--- src/rtl/demux_sched_pkg.sv ---
// Shared definitions for the demux scheduler slice.
//   LANES      : number of consumer lanes behind the 1-to-8 demux
//   SEL_W      : width of the binary lane index driven to the demux
//   state_e    : scheduler FSM states
//   hold_cnt_w : width of the hold-window down-counter for a given HOLD_CYCLES
package demux_sched_pkg;

  localparam int unsigned LANES = 8;
  localparam int unsigned SEL_W = 3;

  typedef enum logic [1:0] {
    IDLE      = 2'd0,
    WAIT_DATA = 2'd1,
    HOLD      = 2'd2,
    ACK       = 2'd3
  } state_e;

  // Counter must represent HOLD_CYCLES-1 down to 0; one extra code keeps
  // HOLD_CYCLES=1 at a legal 1-bit width.
  function automatic int hold_cnt_w(input int hold_cycles);
    return $clog2(hold_cycles + 1);
  endfunction

endpackage

--- src/rtl/rr_arbiter8.sv ---
// Combinational 8-lane round-robin arbiter.
//   req       : per-lane request vector, bit i = lane i
//   ptr       : index of the lane granted last
//   gnt_idx   : first requesting lane found scanning ptr+1, ptr+2, ... mod 8
//   gnt_valid : at least one lane is requesting (gnt_idx meaningful)
module rr_arbiter8
  import demux_sched_pkg::*;
(
  input  logic [LANES-1:0] req,
  input  logic [SEL_W-1:0] ptr,
  output logic [SEL_W-1:0] gnt_idx,
  output logic             gnt_valid
);

  logic [LANES-1:0] rot_s;
  logic [SEL_W-1:0] off_s;

  // Rotate requests so bit 0 is the lane right after the last grant.
  always_comb begin
    rot_s = 8'h00;
    for (int i = 0; i < LANES; i++) begin
      rot_s[i] = req[ptr + 3'd1 + 3'(i)];
    end
  end

  // Lowest set bit of the rotated vector is the distance from ptr+1.
  always_comb begin
    off_s = 3'd0;
    casez (rot_s)
      8'b???????1: off_s = 3'd0;
      8'b??????10: off_s = 3'd1;
      8'b?????100: off_s = 3'd2;
      8'b????1000: off_s = 3'd3;
      8'b???10000: off_s = 3'd4;
      8'b??100000: off_s = 3'd5;
      8'b?1000000: off_s = 3'd6;
      8'b10000000: off_s = 3'd7;
      default:     off_s = 3'd0;
    endcase
  end

  // Map the offset back to an absolute lane index (3-bit wrap).
  always_comb begin
    gnt_idx   = ptr + 3'd1 + off_s;
    gnt_valid = |req;
  end

endmodule

--- src/rtl/demux_scheduler.sv ---
// Round-robin scheduler sharing one serial source among 8 demux lanes.
//   clk, rst_n : rising-edge clock, asynchronous active-low reset
//   req        : per-lane level request
//   in_valid/in_data/in_ready : source word handshake (transfer on valid & ready)
//   sel        : binary lane index to the demux (sel[2]->s0, sel[1]->s1, sel[0]->s2)
//   dout       : data to demux din, dout_en high while it is delivered
//   ack        : one-hot, one-cycle completion pulse to the served lane
//   busy       : high whenever the scheduler is not idle
// Every output comes straight from a register.
module demux_scheduler
  import demux_sched_pkg::*;
#(
  parameter int unsigned DATA_W      = 1,
  parameter int unsigned HOLD_CYCLES = 3
) (
  input  logic              clk,
  input  logic              rst_n,
  input  logic [LANES-1:0]  req,
  input  logic              in_valid,
  input  logic [DATA_W-1:0] in_data,
  output logic              in_ready,
  output logic [SEL_W-1:0]  sel,
  output logic [DATA_W-1:0] dout,
  output logic              dout_en,
  output logic [LANES-1:0]  ack,
  output logic              busy
);

  localparam int CNT_W = hold_cnt_w(HOLD_CYCLES);

  if (HOLD_CYCLES < 1) begin : g_bad_hold
    $error("demux_scheduler: HOLD_CYCLES must be >= 1");
  end

  state_e            state_r;
  state_e            state_n_s;
  logic [SEL_W-1:0]  ptr_r;
  logic [SEL_W-1:0]  grant_r;
  logic [CNT_W-1:0]  cnt_r;
  logic [SEL_W-1:0]  sel_r;
  logic [DATA_W-1:0] dout_r;
  logic              dout_en_r;
  logic [LANES-1:0]  ack_r;
  logic              in_ready_r;
  logic              busy_r;
  logic [SEL_W-1:0]  gnt_idx_s;
  logic              gnt_valid_s;

  rr_arbiter8 u_arb (
    .req       (req),
    .ptr       (ptr_r),
    .gnt_idx   (gnt_idx_s),
    .gnt_valid (gnt_valid_s)
  );

  // Next-state selection; a handshake takes priority over a dropped request.
  always_comb begin
    state_n_s = state_r;
    case (state_r)
      IDLE: begin
        if (gnt_valid_s) begin
          state_n_s = WAIT_DATA;
        end else begin
          state_n_s = IDLE;
        end
      end
      WAIT_DATA: begin
        if (in_valid) begin
          state_n_s = HOLD;
        end else if (!req[grant_r]) begin
          state_n_s = IDLE;
        end else begin
          state_n_s = WAIT_DATA;
        end
      end
      HOLD: begin
        if (cnt_r == CNT_W'(0)) begin
          state_n_s = ACK;
        end else begin
          state_n_s = HOLD;
        end
      end
      ACK:     state_n_s = IDLE;
      default: state_n_s = IDLE;
    endcase
  end

  // State, datapath and registered outputs.
  always_ff @(posedge clk or negedge rst_n) begin
    if (!rst_n) begin
      state_r    <= IDLE;
      ptr_r      <= 3'd7;
      grant_r    <= 3'd0;
      cnt_r      <= CNT_W'(0);
      sel_r      <= 3'd0;
      dout_r     <= DATA_W'(0);
      dout_en_r  <= 1'b0;
      ack_r      <= 8'h00;
      in_ready_r <= 1'b0;
      busy_r     <= 1'b0;
    end else begin
      state_r    <= state_n_s;
      // Ready and busy track the state being entered so they line up with it.
      in_ready_r <= (state_n_s == WAIT_DATA);
      busy_r     <= (state_n_s != IDLE);
      case (state_r)
        IDLE: begin
          if (gnt_valid_s) begin
            grant_r <= gnt_idx_s;
          end else begin
            grant_r <= grant_r;
          end
        end
        WAIT_DATA: begin
          if (in_valid) begin
            dout_r    <= in_data;
            sel_r     <= grant_r;
            dout_en_r <= 1'b1;
            cnt_r     <= CNT_W'(HOLD_CYCLES - 1);
          end else begin
            dout_en_r <= 1'b0;
          end
        end
        HOLD: begin
          if (cnt_r == CNT_W'(0)) begin
            // Leaving the hold window: clear demux data, pulse ack, advance ptr.
            dout_en_r <= 1'b0;
            dout_r    <= DATA_W'(0);
            ack_r     <= 8'b0000_0001 << grant_r;
            ptr_r     <= grant_r;
          end else begin
            cnt_r <= cnt_r - CNT_W'(1);
          end
        end
        ACK: begin
          ack_r <= 8'h00;
        end
        default: begin
          ack_r     <= 8'h00;
          dout_en_r <= 1'b0;
        end
      endcase
    end
  end

  assign in_ready = in_ready_r;
  assign sel      = sel_r;
  assign dout     = dout_r;
  assign dout_en  = dout_en_r;
  assign ack      = ack_r;
  assign busy     = busy_r;

endmodule

--- config.mk ---
export PLATFORM = sky130hd
export DESIGN_NAME = demux_scheduler
export DESIGN_NICKNAME = d
export VERILOG_FILES = /design/src/rtl/demux_sched_pkg.sv /design/src/rtl/rr_arbiter8.sv /design/src/rtl/demux_scheduler.sv
export SDC_FILE = /design/constraint.sdc
export NUM_CORES = 1
export LEC_CHECK = 0
export CORE_AREA = 2 2 80 82
export DETAILED_ROUTE_END_ITERATION = 8
export DIE_AREA = 0 0 82 84
export PLACE_DENSITY_LB_ADDON = 0.3
export RECOVER_POWER = 100
export SYNTH_ARGS = -nofsm -noshare
export SYNTH_HDL_FRONTEND = slang
export SYNTH_SLANG_ARGS = --single-unit
--- constraint.sdc ---
create_clock -name clk -period 5.4 [get_ports clk]
set_clock_uncertainty 0.2 [all_clocks]
set_input_delay 1.35 -clock clk [delete_from_list [all_inputs] [get_ports clk]]
set_output_delay 1.35 -clock clk [all_outputs]
set_load 0.05 [all_outputs]
==> metrics.txt <==
# TYPE chip_impl_metric gauge
chip_impl_info{name="status",value="complete, no violations"} 1
chip_impl_info{name="timing.critical_path.to_type",value="flip-flop"} 1
chip_impl_metric{name="post_synth_instance_area",unit="sq um"} 1740
chip_impl_metric{name="ioPinCount",unit=""} 27
chip_impl_info{name="cells_traversed_along_the_worst_timing_path",value="dlygate4sd3_1, mux4_1, mux2_2, nor2b_1, o21ai_0, o41ai_1, ha_1, inv_1, fa_1, xnor2_1, inv_1, a31oi_1, o31ai_2"} 1
chip_impl_metric{name="clock_sink_count",unit=""} 25
chip_impl_metric{name="drt_pass1_iterations",unit=""} 4
chip_impl_info{name="hold_path_startpoint",value="ack[1]"} 1
chip_impl_metric{name="report.power.total",unit="mW"} 1.37
chip_impl_info{name="rsz0062_at_grt",value="false"} 1
chip_impl_metric{name="total_drc_errors_in_the_routed_layout",unit=""} 0
chip_impl_info{name="timing.hold.worst.class",value="reg -> reg"} 1
chip_impl_metric{name="drt_wl_total",unit="um"} 3620
chip_impl_metric{name="synth_edf_count",unit=""} 0
chip_impl_info{name="cp_top_family",value="multiplexers"} 1
chip_impl_metric{name="placed_area",unit="sq um"} 2040
chip_impl_metric{name="slew_of_the_pin_with_the_lowest_slew_margin",unit="ns"} 1.33
chip_impl_metric{name="biggest_fanout_along_the_worst_timing_path",unit=""} 8
chip_impl_metric{name="htree_levels",unit=""} 1
chip_impl_metric{name="average_cell_area_after_synthesis",unit="sq um"} 10.9
chip_impl_info{name="crit-reg2reg-launch",value="ptr_r[0]"} 1
chip_impl_info{name="ys_dominant_reg_cell",value="sky130_fd_sc_hd__dfrtp_1"} 1
chip_impl_metric{name="synth_cell_types",unit=""} 49
chip_impl_metric{name="min_period",unit="ns"} 4.71
chip_impl_metric{name="timing.final.setup_violations",unit=""} 0
chip_impl_metric{name="maxSlewHeadroom",unit="%"} 11.4
chip_impl_metric{name="drive_gt1_share",unit="%"} 9.84
chip_impl_metric{name="via_count_of_the_first_global_routing_pass",unit=""} 1355
chip_impl_metric{name="start_util",unit="%"} 28.5
chip_impl_metric{name="place_ws",unit="ns"} 0.537
chip_impl_info{name="ctsRootBufferMaster",value="sky130_fd_sc_hd__clkbuf_8"} 1
chip_impl_metric{name="reg2reg_setup_slack",unit="ns"} 0.72
chip_impl_metric{name="cts.hold.buffers_added",unit=""} 0
chip_impl_metric{name="drtAntennaViolNets",unit=""} 0
chip_impl_info{name="crit_type",value="in -> reg"} 1
chip_impl_info{name="whs_endpoint",value="ack[1]"} 1
chip_impl_metric{name="crit_required",unit="ns"} 5.35
chip_impl_metric{name="n_antenna_cell",unit=""} 0
chip_impl_metric{name="resized_gates_after_cts",unit=""} 0
chip_impl_metric{name="hpwlAfterDp",unit="um"} 2720
chip_impl_metric{name="syn_to_final_growth",unit="%"} 19.7
chip_impl_metric{name="syn-instance-count",unit=""} 160
chip_impl_metric{name="synth_seq_area_share",unit="%"} 36.2
chip_impl_metric{name="hold_path_depth",unit=""} 2
chip_impl_metric{name="synthArstFlopShare",unit="%"} 100
chip_impl_metric{name="cts-buffers-inserted",unit=""} 3
chip_impl_metric{name="ys_seq_elements",unit=""} 25
chip_impl_metric{name="report.final.slew_viol_count",unit=""} 0
chip_impl_metric{name="max_freq",unit="MHz"} 212
chip_impl_metric{name="antenna_found_initial",unit=""} 0
chip_impl_metric{name="core.rowCount",unit=""} 29
chip_impl_metric{name="horizontal_die_dimension",unit="um"} 82
chip_impl_metric{name="dp_cells",unit=""} 256
chip_impl_metric{name="design_area",unit="sq um"} 2080
chip_impl_metric{name="wire_per_inst",unit="um"} 13.9
chip_impl_metric{name="cts.repair_timing.setup_buffer_count",unit=""} 0
chip_impl_info{name="most_frequent_standard_cell_in_the_layout_excluding_fill_and_tap_cells",value="sky130_fd_sc_hd__dfrtp_1"} 1
chip_impl_metric{name="finalHoldViolCount",unit=""} 0
chip_impl_metric{name="static-leakage-power",unit="nW"} 0.870
chip_impl_metric{name="finish.cell_count_without_fillers",unit=""} 260
chip_impl_metric{name="place_congestion",unit=""} 0.838
chip_impl_metric{name="worst_skew_pair.late_latency",unit="ns"} 0.26
chip_impl_metric{name="critical-path-max-stage-delay",unit="ns"} 0.63
chip_impl_metric{name="clock_path_buffers",unit=""} 2
chip_impl_info{name="timing.critical_path.from_type",value="input pin"} 1
chip_impl_metric{name="rr_worst_depth",unit=""} 14
chip_impl_metric{name="final_critical_path_setup_slack",unit="ns"} 0.686
chip_impl_metric{name="gr-total-overflow",unit=""} 0
chip_impl_metric{name="setup-tns-final",unit="ns"} 0
chip_impl_metric{name="largest_net_degree_at_the_start_of_global_routing",unit=""} 26
chip_impl_metric{name="critical_path.n_buffers_inverters",unit=""} 3
chip_impl_metric{name="yosys_warnings",unit=""} 0
chip_impl_metric{name="max-cap-violations",unit=""} 0
chip_impl_info{name="tritoncts",value="yes"} 1
chip_impl_metric{name="whs",unit="ns"} 0.275
chip_impl_metric{name="drt-vias-per-instance",unit=""} 5.13
chip_impl_metric{name="pwr_density_cell",unit="nW/um^2"} 659
chip_impl_metric{name="post_synthesis_net_count",unit=""} 177
chip_impl_info{name="most-common-layout-cells",value="22 x sky130_fd_sc_hd__dfrtp_1, 20 x sky130_fd_sc_hd__nand2_1, 18 x sky130_fd_sc_hd__dlygate4sd3_1"} 1
chip_impl_metric{name="dieHeight",unit="um"} 84
chip_impl_info{name="regToRegEndpoint",value="grant_r[2]"} 1
chip_impl_metric{name="min_period_over_period",unit="%"} 87.3
chip_impl_metric{name="die-area",unit="sq um"} 6890
chip_impl_info{name="critical_path.slowest_cell",value="sky130_fd_sc_hd__dlygate4sd3_1"} 1
chip_impl_metric{name="detailedRoute.firstIterationViolations",unit=""} 69
chip_impl_metric{name="num-nets-final",unit=""} 201
chip_impl_info{name="critPathMostFrequentCell",value="sky130_fd_sc_hd__inv_1"} 1
chip_impl_metric{name="placeable_core_region",unit="sq um"} 6100
chip_impl_metric{name="buffer_ports.inserted",unit=""} 26
chip_impl_metric{name="critPathArrivalTime",unit="ns"} 4.67
chip_impl_metric{name="wire_length_of_the_first_global_routing_pass",unit="um"} 6620
chip_impl_metric{name="routed-via-count",unit=""} 1335
chip_impl_metric{name="clk_pin_slew_worst_paths",unit="ns"} 0.08
chip_impl_metric{name="total_global_route_track_usage",unit="%"} 11.9
chip_impl_metric{name="finish.utilization",unit="%"} 34.1
chip_impl_metric{name="power.ir.vdd_worst",unit="mV"} 0.239
## worst max path at each step
stage / from / slack, ns / to / depth (start not counted)
6_report: req[4] / 0.69 / grant_r[2] / 13
2_1_floorplan: ptr_r[0] / 1.35 / grant_r[2] / 17
3_5_place_dp: req[0] / 0.54 / grant_r[2] / 13
4_1_cts: ptr_r[0] / 0.77 / grant_r[2] / 14
5_1_grt: ptr_r[0] / 0.36 / grant_r[2] / 14
3_3_place_gp: req[0] / 0.63 / grant_r[2] / 13
## cells by family after synthesis
group,share of synthesized area (%)
multiplexers,21.0
adder cells (fa/ha/maj),4.03
AND/OR/NAND/NOR,14.3
buffers and inverters,4.97
AO/OA/AOI/OAI,15.7
XOR/XNOR,3.75
flip-flops,36.2
## where the power goes
group	internal [mW]	total [mW]	leakage, nW	switching [mW]
Combinational	0.395	0.895	0.537	0.500
Clock	0.0527	0.110	0.0228	0.0572
Sequential	0.267	0.364	0.311	0.0975
Total	0.715	1.37	0.870	0.654
## flip-flops by register name (all words and copies together) (netlist names)
register  count
grant_r       3
sel           3
dout          1
dout_en       1
state_r       2
cnt_r         2
in_ready      1
ptr_r         3
ack           8
busy          1
## cells in the mapped netlist (4+ instances only)
| cell type | number | area (sq um) |
|---|---|---|
| sky130_fd_sc_hd__dfrtp_1 | 22 | 551 |
| sky130_fd_sc_hd__nand2_1 | 20 | 75.1 |
| sky130_fd_sc_hd__mux2i_1 | 9 | 90.1 |
| sky130_fd_sc_hd__o21ai_0 | 9 | 45.0 |
| sky130_fd_sc_hd__inv_1 | 8 | 30.0 |
| sky130_fd_sc_hd__nor2_1 | 7 | 26.3 |
| sky130_fd_sc_hd__mux4_2 | 6 | 135 |
| sky130_fd_sc_hd__a21oi_1 | 5 | 25.0 |
| sky130_fd_sc_hd__a32o_1 | 4 | 40.0 |
| sky130_fd_sc_hd__clkbuf_1 | 4 | 15.0 |
| sky130_fd_sc_hd__ha_1 | 4 | 50.1 |
| sky130_fd_sc_hd__mux4_1 | 4 | 105 |
| sky130_fd_sc_hd__nor2b_1 | 4 | 25.0 |
| sky130_fd_sc_hd__o31ai_1 | 4 | 30.0 |
## metal layers
layer	vias to the layer above	global-route usage [%]	part of all wire [%]
li1	646	-	-
met5	-	0	0
met1	667	18.0	47
met3	2	2.60	2.8
met2	20	18.0	50
met4	0	0.909	0.22
## worst min-delay path: stages (launching register included)
cell and delay (ns):
sky130_fd_sc_hd__dfrtp_1 0.34, sky130_fd_sc_hd__nand2_1 0.05, sky130_fd_sc_hd__o31ai_1 0.05
## area by class of cell
class                           instances  area [sq um]
Fill cell                             636          4020
Multi-Input combinational cell        119          1010
Sequential cell                        25           629
Timing Repair Buffer                   27           264
Tap cell                               77          96.3
Clock buffer                            4          45.0
Inverter                                8          30.0
Power figures use the tool's default switching activity.
